[src/rtl/multi_ported_sram_pkg.sv]
// Shared definitions for the multi-ported SRAM front-end blocks.
//   init_state_t : init sequencer FSM states (IDLE/SWEEP/DRAIN)
//   ceil_div     : integer ceiling division used for sweep-length sizing
package multi_ported_sram_pkg;

  typedef enum logic [1:0] {
    IDLE  = 2'd0,
    SWEEP = 2'd1,
    DRAIN = 2'd2
  } init_state_t;

  function automatic int unsigned ceil_div(input int unsigned num, input int unsigned den);
    return (num + den - 1) / den;
  endfunction

endpackage

[src/rtl/multi_ported_sram_wcollide.sv]
// Same-cycle write collision filter: when enabled ports i<j target the same
// address, port i is dropped so the highest-index writer wins.
// Ports:
//   wen   in  NUM_W     raw write enables
//   waddr in  NUM_W*AW  write addresses
//   wen_c out NUM_W     filtered write enables (combinational)
module multi_ported_sram_wcollide
  import multi_ported_sram_pkg::*;
#(
  parameter int unsigned NUM_W = 1,
  parameter int unsigned AW    = 3
) (
  input  logic [NUM_W-1:0]    wen,
  input  logic [NUM_W*AW-1:0] waddr,
  output logic [NUM_W-1:0]    wen_c
);

  // Priority filter: any enabled higher-index port on the same address kills port i.
  always_comb begin
    wen_c = wen;
    for (int i = 0; i < NUM_W; i++) begin
      for (int j = i + 1; j < NUM_W; j++) begin
        if (wen[i] && wen[j] && (waddr[i*AW +: AW] == waddr[j*AW +: AW])) begin
          wen_c[i] = 1'b0;
        end
      end
    end
  end

endmodule

[src/rtl/multi_ported_sram_init_seq.sv]
// Init sequencer in front of the XOR-based multi-ported SRAM. Sweeps every
// address with INIT_VALUE (all write ports in parallel) after reset or an
// init pulse, otherwise forwards client requests through one register stage.
// Optional feature macro: MULTI_PORTED_SRAM_INIT_COLLISION_EN enables the
// same-address write filter on forwarded client writes.
// Ports:
//   clk, rst                      clock, synchronous active-high reset
//   init                          sweep request pulse (ignored while busy)
//   c_wen/c_waddr/c_wdata         client write request
//   c_ren/c_raddr                 client read request
//   wen/waddr/wdata/ren/raddr     registered SRAM request bus
//   busy_w                        sweep in progress, client must not issue
//   init_done                     one-cycle pulse in the final (drain) cycle
//   drop_err                      sticky: request seen while busy
module multi_ported_sram_init_seq
  import multi_ported_sram_pkg::*;
#(
  parameter int unsigned NUM_W         = 1,
  parameter int unsigned NUM_R         = 1,
  parameter int unsigned W             = 32,
  parameter int unsigned N             = 8,
  parameter logic [W-1:0] INIT_VALUE   = '0,
  parameter bit          INIT_ON_RESET = 1'b1
) (
  input  logic                        clk,
  input  logic                        rst,
  input  logic                        init,
  input  logic [NUM_W-1:0]            c_wen,
  input  logic [NUM_W*$clog2(N)-1:0]  c_waddr,
  input  logic [NUM_W*W-1:0]          c_wdata,
  input  logic [NUM_R-1:0]            c_ren,
  input  logic [NUM_R*$clog2(N)-1:0]  c_raddr,
  output logic [NUM_W-1:0]            wen,
  output logic [NUM_W*$clog2(N)-1:0]  waddr,
  output logic [NUM_W*W-1:0]          wdata,
  output logic [NUM_R-1:0]            ren,
  output logic [NUM_R*$clog2(N)-1:0]  raddr,
  output logic                        busy_w,
  output logic                        init_done,
  output logic                        drop_err
);

  localparam int unsigned AW        = $clog2(N);
  localparam int unsigned SWEEP_LEN = ceil_div(N, NUM_W);
  localparam int unsigned KW        = $clog2(SWEEP_LEN) + 1;
  // Wide enough that k*NUM_W+p never wraps before the < N compare.
  localparam int unsigned EW        = AW + $clog2(NUM_W) + 1;

  typedef logic [AW-1:0] addr_t;
  typedef logic [W-1:0]  word_t;

  init_state_t             state_q, state_d;
  logic [KW-1:0]           k_q, k_d;
  logic                    start_pend_q, start_pend_d;
  logic [NUM_W-1:0]        wen_d;
  logic [NUM_W*AW-1:0]     waddr_d;
  logic [NUM_W*W-1:0]      wdata_d;
  logic [NUM_R-1:0]        ren_d;
  logic [NUM_R*AW-1:0]     raddr_d;
  logic                    busy_d, done_d, derr_d;
  logic [EW-1:0]           sweep_addr;
  logic [NUM_W-1:0]        c_wen_f;

`ifdef MULTI_PORTED_SRAM_INIT_COLLISION_EN
  multi_ported_sram_wcollide #(
    .NUM_W (NUM_W),
    .AW    (AW)
  ) u_wcollide (
    .wen   (c_wen),
    .waddr (c_waddr),
    .wen_c (c_wen_f)
  );
`else
  assign c_wen_f = c_wen;
`endif

  // State and registered output bus.
  always_ff @(posedge clk) begin
    if (rst) begin
      state_q      <= IDLE;
      k_q          <= '0;
      start_pend_q <= INIT_ON_RESET;
      wen          <= '0;
      waddr        <= '0;
      wdata        <= '0;
      ren          <= '0;
      raddr        <= '0;
      busy_w       <= 1'b0;
      init_done    <= 1'b0;
      drop_err     <= 1'b0;
    end else begin
      state_q      <= state_d;
      k_q          <= k_d;
      start_pend_q <= start_pend_d;
      wen          <= wen_d;
      waddr        <= waddr_d;
      wdata        <= wdata_d;
      ren          <= ren_d;
      raddr        <= raddr_d;
      busy_w       <= busy_d;
      init_done    <= done_d;
      drop_err     <= derr_d;
    end
  end

  // Next state and next bus contents.
  always_comb begin
    state_d      = state_q;
    k_d          = k_q;
    start_pend_d = start_pend_q;
    wen_d        = '0;
    waddr_d      = '0;
    wdata_d      = '0;
    ren_d        = '0;
    raddr_d      = '0;
    derr_d       = drop_err;
    sweep_addr   = '0;

    case (state_q)
      IDLE: begin
        wen_d   = c_wen_f;
        waddr_d = c_waddr;
        wdata_d = c_wdata;
        ren_d   = c_ren;
        raddr_d = c_raddr;
        // start_pend carries the reset-triggered sweep into the first live cycle
        if (init || start_pend_q) begin
          state_d      = SWEEP;
          k_d          = '0;
          start_pend_d = 1'b0;
          derr_d       = 1'b0;
        end
      end
      SWEEP: begin
        for (int p = 0; p < NUM_W; p++) begin
          sweep_addr                = EW'(k_q) * EW'(NUM_W) + EW'(p);
          wen_d[p]                  = (sweep_addr < EW'(N));
          waddr_d[p*AW +: AW]       = addr_t'(sweep_addr);
          wdata_d[p*W +: W]         = word_t'(INIT_VALUE);
        end
        if (k_q == KW'(SWEEP_LEN - 1)) begin
          state_d = DRAIN;
          k_d     = '0;
        end else begin
          k_d = k_q + KW'(1);
        end
      end
      DRAIN: begin
        state_d = IDLE;
      end
      default: begin
        state_d = IDLE;
      end
    endcase

    // Requests while busy are discarded and flagged.
    if ((state_q != IDLE) && ((|c_wen) || (|c_ren))) begin
      derr_d = 1'b1;
    end

    busy_d = (state_d != IDLE);
    done_d = (state_d == DRAIN);
  end

endmodule
[config.mk]
export PLATFORM = sky130hd
export DESIGN_NAME = multi_ported_sram_init_seq
export DESIGN_NICKNAME = d
export VERILOG_FILES = /design/src/rtl/multi_ported_sram_pkg.sv /design/src/rtl/multi_ported_sram_wcollide.sv /design/src/rtl/multi_ported_sram_init_seq.sv
export SDC_FILE = /design/constraint.sdc
export NUM_CORES = 1
export LEC_CHECK = 0
export CAP_MARGIN = 10
export CORE_UTILIZATION = 37
export CTS_BUF_LIST = sky130_fd_sc_hd__clkbuf_16
export CTS_CLUSTER_SIZE = 10
export DETAILED_ROUTE_END_ITERATION = 12
export HOLD_SLACK_MARGIN = 0.06
export PLACE_DENSITY_LB_ADDON = 0.08
export SLEW_MARGIN = 10
export SYNTH_ARGS = -nofsm -noshare
export SYNTH_HDL_FRONTEND = slang
export SYNTH_SLANG_ARGS = --single-unit
export TNS_END_PERCENT = 10
[constraint.sdc]
create_clock -name clk -period 1.8 [get_ports clk]
set_input_delay 0.36 -clock clk [delete_from_list [all_inputs] [get_ports clk]]
set_output_delay 0.36 -clock clk [all_outputs]
set_load 0.02 [all_outputs]
==> impl_metrics.env <==
export IMPL_io_buffers=85
export IMPL_peakVddDrop_v=0.000609
export IMPL_grt_pass1_vias=1092
export IMPL_start_util=0.395
export IMPL_synth_most_common_cell="dfxtp_1"
export IMPL_hold_viol_final=0
export IMPL_synth_seq_cells=50
export IMPL_r2r_cells=4
export IMPL_critical_path_depth=1
export IMPL_n_fill_cell=286
export IMPL_multi_input_area_um2=463
export IMPL_vias_per_cell=4.32
export IMPL_rsz0062_at_grt="no"
export IMPL_insertion_delay_ns=0.28
export IMPL_clock_tree_buffer_depth=2
export IMPL_rows=22
export IMPL_cts_root_buf="clkbuf_16"
export IMPL_busiest_layer="met2"
export IMPL_ys_seq_area_frac=0.672
export IMPL_skew_ns=0.00424
export IMPL_synth_top_cell_area_share=0.672
export IMPL_layout_cells_non_filler=269
export IMPL_crit_start="drop_err"
export IMPL_arrival_ns=1.21
export IMPL_postPlaceCellArea_mm2=0.00243
export IMPL_r2r_setup_slack_ns=0.31
export IMPL_critPathSlowestCell="clkdlybuf4s50_1"
export IMPL_syn_area_mm2=0.00149
export IMPL_gr_total_overflow=0
export IMPL_cts_buffers=5
export IMPL_p_leak_uw=0.00104
export IMPL_criticalPathCategory="reg2out"
export IMPL_tightest_slew_ns=0.506
export IMPL_clkTransAtPathRegs_ns=0.06
export IMPL_synth_edf_count=0
export IMPL_synth_fp_nets=173
export IMPL_routed_wl_um=3240
export IMPL_cts_max_level=2
export IMPL_met1_usage=0.187
export IMPL_die_h_um=65.4
export IMPL_slew_viol_final=0
export IMPL_core_area_mm2=0.00377
export IMPL_met3_usage=0.0642
export IMPL_antenna_left=0
export IMPL_fin_hold_ws_ns=0.482
export IMPL_min_path_type="reg2reg"
export IMPL_drt_first_pass_iters=4
export IMPL_design_area_mm2=0.00259
export IMPL_post_route_period_util=0.873
export IMPL_hpwl_um=2400
export IMPL_nets=264
export IMPL_ios=86
export IMPL_cts_resized=0
export IMPL_antenna_found_initial=0
export IMPL_yosys_top_cells_area="dfxtp_1 67%, and2_1 16%, a22o_1 1.8%"
export IMPL_worstPathMaxFanout=2
export IMPL_cts_tree="built"
export IMPL_cpPeakStageDelay_ns=0.60
export IMPL_status="completed"
export IMPL_cts_hold_buf=0
export IMPL_worstPathCellList="clkdlybuf4s50_1"
export IMPL_ys_warn_count=0
export IMPL_maxCapViolations=0
export IMPL_max_slew_margin_rel=0.660
export IMPL_setup_viol=0
export IMPL_grt_max_degree=26
export IMPL_area_growth_pct=74.0
export IMPL_cp_num_buf_inv=1
export IMPL_cts_sinks=50
export IMPL_detail_route_iter0_violations=49
export IMPL_place_congestion=0.662
export IMPL_fin_crit_ns=1.57
export IMPL_max_freq_mhz=637
export IMPL_synth_avg_cell_area_um2=11.5
export IMPL_diodes=0
export IMPL_tns_ns=0
export IMPL_wire_per_inst_um=12.0
export IMPL_drive_gt1_frac=0.0588
export IMPL_postCtsSetupBuffers=0
export IMPL_yosysTopAreaCell="dfxtp_1"
export IMPL_yosysUniqueCellTypes=24
export IMPL_crit_end="drop_err"
export IMPL_netlist_instances=129
export IMPL_timing_rr_end="k_q[0]"
export IMPL_start_kind="flip-flop"
export IMPL_yosys_most_used_dff="dfxtp_1"
export IMPL_grtUsageMet2=0.263
export IMPL_cp_required_ns=1.44
export IMPL_critPathCaptureType="primary output"
export IMPL_drc_errors=0
export IMPL_total_power_uw=2500
export IMPL_synth_common_cells="50 x dfxtp_1, 38 x and2_1, 5 x clkbuf_1, 5 x nand2_1, 4 x o21ai_0"
export IMPL_worstReg2RegStart="k_q[0]"
export IMPL_grt_pass1_wl_um=5060
export IMPL_register_area_mm2=0.00100
export IMPL_vias=1161
export IMPL_dpl_cell_count=261
export IMPL_design_die_area_mm2=0.00428
export IMPL_cpLargestDelayFamily="buffers and inverters"
export IMPL_power_density_mw_per_mm2=966
export IMPL_die_w_um=65.4
export IMPL_async_flop_share=0
export IMPL_track_usage=0.161
kinds of logic after synthesis:
| family | after synthesis | synth area share |
|---|---|---|
| and+or+nand+nor | 56 | 0.231 |
| DFF | 50 | 0.672 |
| AOI/OAI and AO/OA | 15 | 0.0681 |
| buffers and inverters | 7 | 0.0202 |
| adders and majority gates | 1 | 0.00840 |
cell type report:
type / count / share of cell area
repair buffers: 90 / 0.348
well taps: 48 / 0.0232
flip-flops and latches: 50 / 0.386
clock buffers: 5 / 0.0483
clock inverters: 3 / 0.0145
multi-input cells: 72 / 0.179
inverters: 1 / 0.00145
sequential cells by signal, indices dropped and copies added, names as in the netlist:
| register | count |
|---|---|
| k_q | 4 |
| wen | 1 |
| init_done | 1 |
| state_q | 2 |
| wdata | 32 |
| waddr | 3 |
| start_pend_q | 1 |
| busy_w | 1 |
| drop_err | 1 |
| raddr | 3 |
| ren | 1 |
layer usage:
metal,vias up,part of all wire
met1,503,0.45
met4,0,0.0071
li1,604,-
met2,52,0.47
met3,2,0.071
met5,-,0
cell usage in the layout (no fill, tap or decap):
master | synthesis | routed
nor3b_2 | 1 | 1
or3b_1 | 1 | 1
dfxtp_1 | 50 | 50
and3b_1 | 1 | 1
buf_12 | 0 | 1
clkbuf_16 | 0 | 5
nor2_1 | 1 | 1
and2_1 | 38 | 38
ha_1 | 1 | 1
or4b_1 | 1 | 1
a21oi_1 | 2 | 2
o311ai_0 | 1 | 1
or4_1 | 1 | 1
a21boi_0 | 1 | 1
inv_1 | 1 | 3
a22o_1 | 3 | 3
o21ai_0 | 4 | 4
o22ai_1 | 1 | 1
nor3_1 | 3 | 2
buf_4 | 1 | 4
nor3_2 | 0 | 1
o211ai_1 | 2 | 2
nand2_1 | 5 | 5
bufinv_16 | 0 | 1
o31ai_1 | 1 | 1
clkdlybuf4s50_1 | 0 | 85
nand3_1 | 3 | 3
nor2b_1 | 1 | 1
power breakdown:
part / leakage [uW] / switching (uW) / total, uW / internal, uW
combinational: 0.000542 / 124 / 318 / 194
sequential: 0.000412 / 16.7 / 1180 / 1160
clock: 0.0000864 / 364 / 1010 / 645
total: 0.00104 / 504 / 2500 / 2000
through the flow:
step / setup slack, ns / util
final: 0.229 / 0.687
after global routing: 0.176 / 0.687
after CTS: 0.211 / 0.687
after detailed placement: -0.0165 / 0.644
after global placement: 0.0134 / 0.644
after floorplan: 0.408 / -
worst min path at each step:
| stage | start | endpoint | slack [ns] | cells after the start |
|---|---|---|---|---|
| floorplan | rst | drop_err | 0.43 | 1 |
| global placement | drop_err | drop_err | 0.46 | 2 |
| detailed placement | start_pend_q | start_pend_q | 0.48 | 2 |
| CTS | start_pend_q | start_pend_q | 0.49 | 2 |
| global route | start_pend_q | start_pend_q | 0.51 | 2 |
| finish | start_pend_q | start_pend_q | 0.48 | 2 |
Note: power is estimated with default switching activity, not from simulation.
